===== src/rtl/fp_to_int_converter.sv =====
// rtl/fp_to_int_converter.sv - IEEE-754 single to signed int32, iterative one-bit shifter
// Optional feature macro: FP2INT_ROUND_EN (round to nearest even; default truncates toward zero)
module fp_to_int_converter (
   input  logic        clk,
   input  logic        rst,
   input  logic        in_valid,
   output logic        in_ready,
   input  logic [31:0] in_data,
   output logic        out_valid,
   input  logic        out_ready,
   output logic [31:0] out_data,
   output logic [1:0]  out_flags
);
   typedef enum logic [1:0] {IDLE, SHIFT, SIGN, DONE} state_t;

   state_t      state;
   logic [31:0] mag;
   logic [4:0]  cnt;
   logic        left;
   logic        sign_r;
   logic        guard;
   logic        sticky;
   logic        bypass;

   logic               in_sign;
   logic [7:0]         in_exp;
   logic [22:0]        in_frac;
   logic signed [8:0]  e;
   logic               is_nan;
   logic               is_ovf;
   logic               is_neg_min;
   logic               is_zero_exp;
   logic               is_small;
   logic               left_init;
   logic [4:0]         n_init;
   logic [31:0]        sat_val;
   logic [31:0]        mag_rnd;

   assign in_sign     = in_data[31];
   assign in_exp      = in_data[30:23];
   assign in_frac     = in_data[22:0];
   assign e           = $signed({1'b0, in_exp}) - 9'sd127;
   assign is_nan      = (in_exp == 8'hFF) && (in_frac != 23'd0);
   assign is_ovf      = (in_exp == 8'hFF) || (e >= 9'sd31);
   assign is_neg_min  = (in_data == 32'hCF00_0000);
   assign is_zero_exp = (in_exp == 8'h00);
   assign sat_val     = in_sign ? 32'h8000_0000 : 32'h7FFF_FFFF;

   // Shift distance |e - 23| computed on the low 5 exponent bits (e - 23 == exp - 150, 150 mod 32 == 22)
   assign left_init = (in_exp >= 8'd150);
   assign n_init    = left_init ? (in_exp[4:0] - 5'd22) : (5'd22 - in_exp[4:0]);

`ifdef FP2INT_ROUND_EN
   // e == -1 still reaches the shifter so 0.5..1.0 can round up to 1
   assign is_small = (e < -9'sd1);
   assign mag_rnd  = mag + {31'd0, guard & (sticky | mag[0])};
`else
   assign is_small = (e < 9'sd0);
   assign mag_rnd  = mag;
`endif

   // Control FSM with all datapath registers and registered handshake outputs
   always_ff @(posedge clk or posedge rst) begin
      if (rst) begin
         state     <= IDLE;
         in_ready  <= 1'b1;
         out_valid <= 1'b0;
         out_data  <= 32'd0;
         out_flags <= 2'b00;
         mag       <= 32'd0;
         cnt       <= 5'd0;
         left      <= 1'b0;
         sign_r    <= 1'b0;
         guard     <= 1'b0;
         sticky    <= 1'b0;
         bypass    <= 1'b0;
      end else begin
         case (state)
            IDLE: begin
               if (in_valid && in_ready) begin
                  in_ready <= 1'b0;
                  sign_r   <= in_sign;
                  guard    <= 1'b0;
                  sticky   <= 1'b0;
                  cnt      <= 5'd0;
                  left     <= 1'b0;
                  mag      <= 32'd0;
                  bypass   <= 1'b1;
                  state    <= SIGN;
                  if (is_nan) begin
                     out_data  <= 32'h8000_0000;
                     out_flags <= 2'b10;
                  end else if (is_neg_min) begin
                     out_data  <= 32'h8000_0000;
                     out_flags <= 2'b00;
                  end else if (is_ovf) begin
                     out_data  <= sat_val;
                     out_flags <= 2'b10;
                  end else if (is_zero_exp) begin
                     out_data  <= 32'd0;
                     out_flags <= {1'b0, in_frac != 23'd0};
                  end else if (is_small) begin
                     out_data  <= 32'd0;
                     out_flags <= 2'b01;
                  end else begin
                     bypass <= 1'b0;
                     mag    <= {8'd0, 1'b1, in_frac};
                     cnt    <= n_init;
                     left   <= left_init;
                     state  <= (n_init == 5'd0) ? SIGN : SHIFT;
                  end
               end
            end
            SHIFT: begin
               if (left) begin
                  mag <= mag << 1;
               end else begin
                  mag    <= mag >> 1;
                  guard  <= mag[0];
                  sticky <= sticky | guard;
               end
               cnt <= cnt - 5'd1;
               if (cnt == 5'd1) begin
                  state <= SIGN;
               end
            end
            SIGN: begin
               if (!bypass) begin
                  out_data  <= sign_r ? (32'd0 - mag_rnd) : mag_rnd;
                  out_flags <= {1'b0, guard | sticky};
               end
               out_valid <= 1'b1;
               state     <= DONE;
            end
            DONE: begin
               if (out_ready) begin
                  out_valid <= 1'b0;
                  in_ready  <= 1'b1;
                  state     <= IDLE;
               end
            end
            default: begin
               state <= IDLE;
            end
         endcase
      end
   end
endmodule


===== config.mk =====
export PLATFORM = sky130hd
export DESIGN_NAME = fp_to_int_converter
export DESIGN_NICKNAME = d
export VERILOG_FILES = /design/src/rtl/fp_to_int_converter.sv
export SDC_FILE = /design/constraint.sdc
export NUM_CORES = 1
export LEC_CHECK = 0
export ABC_AREA = 1
export CORE_MARGIN = 2
export CORE_UTILIZATION = 50
export DETAILED_ROUTE_END_ITERATION = 8
export DONT_BUFFER_PORTS = 1
export SLEW_MARGIN = 20
export SYNTH_ARGS = -nofsm -noshare
export SYNTH_HDL_FRONTEND = slang
export SYNTH_SLANG_ARGS = --single-unit

===== constraint.sdc =====
create_clock -name clk -period 4.4 [get_ports clk]
set_clock_uncertainty 0.2 [all_clocks]
set_input_delay 0.44 -clock clk [delete_from_list [all_inputs] [get_ports clk]]
set_output_delay 0.44 -clock clk [all_outputs]
set_load 0.05 [all_outputs]

==> impl_metrics.toml <==
[run_status]
status = "complete, no violations"

[timing]
worst_pin_slew_ns = 0.8295
period_needed_ns = 2.697
clock.fmax_mhz = 370.8
slew_headroom = 0.4457
period_share = 0.6129
maxSlewViolCount = 0
hold_violations = 0
finalSetupTns_ns = 0
rsz0062_at_grt = "no"
setup_violations = 0

[global_routing]
grt_usage = 0.2808
grt_pass1_vias = 5359
overflow = 0
grt_max_degree = 48
grt_first_pass_wirelength_um = 25900
antenna_found_initial = 0

[flow_run]
maxCapViolCount = 0

[power_and_ir_drop]
ir_worst_vdd_v = 0.0005060
p_leak_uw = 0.002832
power.density_nw_per_um2 = 791.7
total_power_uw = 4529

[place]
dp_hpwl_um = 11290
place_congestion = 0.9154
numPortBuffers = 0

[detailed_routing]
vias = 5468
wl_met2_um = 7376
wl_per_cell_um = 16.49
vias_per_cell = 5.811
drc = 0
drt-met1-wl_um = 6625
met3WireLength_um = 1158
drt_iter0_markers = 436
antenna_left = 0
routed.top_layer = "met4"
first_pass_iters = 7
drt_wl_total_um = 15510

[yosys]
synth_seq_area_share = 0.3678
synthDistinctLibCells = 34
yosys-top-cells-area = "dfrtp_1, nand2_1, nand3_1"
synth_top_cell_by_area = "dfrtp_1"
ys_warn_count = 0
synth_top_area_frac = 0.3630
ys_seq_elements = 80
syn-num-nets = 860
synthCells = 811
synth_area_per_cell_um2 = 6.716
syn_area_um2 = 5446

[floorplanning]
ios = 72
initial_core_util = 0.5069
dieArea_um2 = 11740
die_x_um = 108.4
die_h_um = 108.4
row_count = 38
core_um2 = 10750

[clocking]
cts.sinks = 80
ctsHtreeMaxLevel = 3
cts_hold_buffers = 1
cts_buffer_depth = 2
clkLatencyLatePin_ns = 0.36
clkTransAtPathRegs_ns = 0.09
cts_resized = 0
post_cts_buffers = 0
cts_tree = "done"
cts_root_buf = "clkbuf_8"
numCtsBuffers = 9

[worst_hold_path]
hold_class = "input port to register"

[final_layout]
drive_above_1_share = 0.04245
fin_nets = 845
nFillCells = 1127
final_common_cell = "nand2_1"
areaGrowthSynthToFinish_pct = 5.031
n_antenna_cell = 0
final_cell_mix = "nand2_1, nor2_1, nand3_1, dfrtp_1, inv_1"

[setup_path]
r2r_slack_ns = 1.70
crit_fanout = 34
worstPathArrival_ns = 2.74
end_kind = "register"
critPathKind = "register to register"
crit_required_ns = 4.45
crit_path_start_kind = "register"
## metrics by stage
step	utilization	std cells	hold slack, ns	setup WS [ns]	instance area [um2]
final	0.5324	941	0.03500	1.703	5720
after global routing	0.5324	941	0.01953	1.477	5720
after CTS	0.5324	941	0.02099	1.702	5720
after detailed placement	0.5139	924	0.2886	1.610	5522
after global placement	0.5139	924	0.2878	1.715	5522
after floorplan	-	811	0.2645	1.710	5446
## state kept, by name, indices dropped and copies added (netlist names)
name / flops
out_valid: 1
sticky: 1
sign_r: 1
bypass: 1
guard: 1
left: 1
out_data: 32
out_flags: 2
cnt: 5
in_ready: 1
state: 2
mag: 32
## worst max-delay path, stage by stage (launching register included)
cell and delay [ns]:
dfrtp_1 0.42, inv_1 0.09, ha_1 0.14, buf_4 0.30
clkinv_1 0.32, nand2_1 0.19, nand3b_2 0.58, nand2_1 0.25
nand2_1 0.07
## cells by family after synthesis
| kind of cell | after synthesis | share of synthesized area |
|---|---|---|
| adder cells (fa/ha/maj) | 13 | 0.02987 |
| flip-flops | 80 | 0.3678 |
| XOR/XNOR | 6 | 0.009648 |
| AO/OA/AOI/OAI | 127 | 0.1424 |
| buffers and inverters | 107 | 0.08224 |
| AND/OR/NAND/NOR | 478 | 0.3680 |
## per-layer routing
layer | track usage | vias up
met5 | 0 | -
li1 | - | 2660
met1 | 0.3598 | 2580
met4 | 0.1099 | 0
met3 | 0.06811 | 23
met2 | 0.4569 | 205
## area by class of cell
cell class / instances / area (um2) / share of cell area
clock inverters: 4 / 53.80 / 0.009405
clock buffers: 12 / 135.1 / 0.02362
multi-input cells: 624 / 2995 / 0.5236
inverters: 71 / 267.8 / 0.04681
well taps: 140 / 175.2 / 0.03062
flip-flops and latches: 80 / 2003 / 0.3502
repair buffers: 10 / 90.09 / 0.01575
## cell usage after synthesis
cell and number:
o2bb2ai_1 1, nand2_1 254, and2_1 1, nand4_1 11, nand3b_1 1, o21bai_1 1, nand3b_2 1, clkbuf_1 20
buf_4 6, inv_1 69, dfrtp_1 79, nand3_2 2, a22oi_1 26, o221ai_1 7, a21oi_1 25, o21a_1 1
ha_1 13, dfstp_2 1, nor3_1 8, clkinv_1 2, buf_2 7, o22ai_1 31, nor2_2 3, nor3_2 1
nand2_2 2, a31oi_1 1, nor2_4 1, o21ai_0 34, xnor2_1 1, nand3_1 96, buf_1 1, nor2_1 97
xor2_1 5, buf_6 2
## power by group
group / total (uW) / switching [uW] / internal, uW / leakage (uW)
Clock: 555 / 289 / 266 / 0.0000872
Combinational: 2260 / 1540 / 717 / 0.00174
Sequential: 1720 / 675 / 1040 / 0.00100
## path summary, 6_finish.rpt
path,endpoint,startpoint,cells past startpoint
min in group asynchronous,out_data[5],rst,2
setup / recovery,out_data[24],state[0],8
max in group asynchronous,mag[15],rst,3
setup reg to reg,out_data[24],state[0],8
hold / removal,mag[4],in_data[4],2
hold reg to reg,bypass,bypass,1
(Power assumes the default switching activity.)
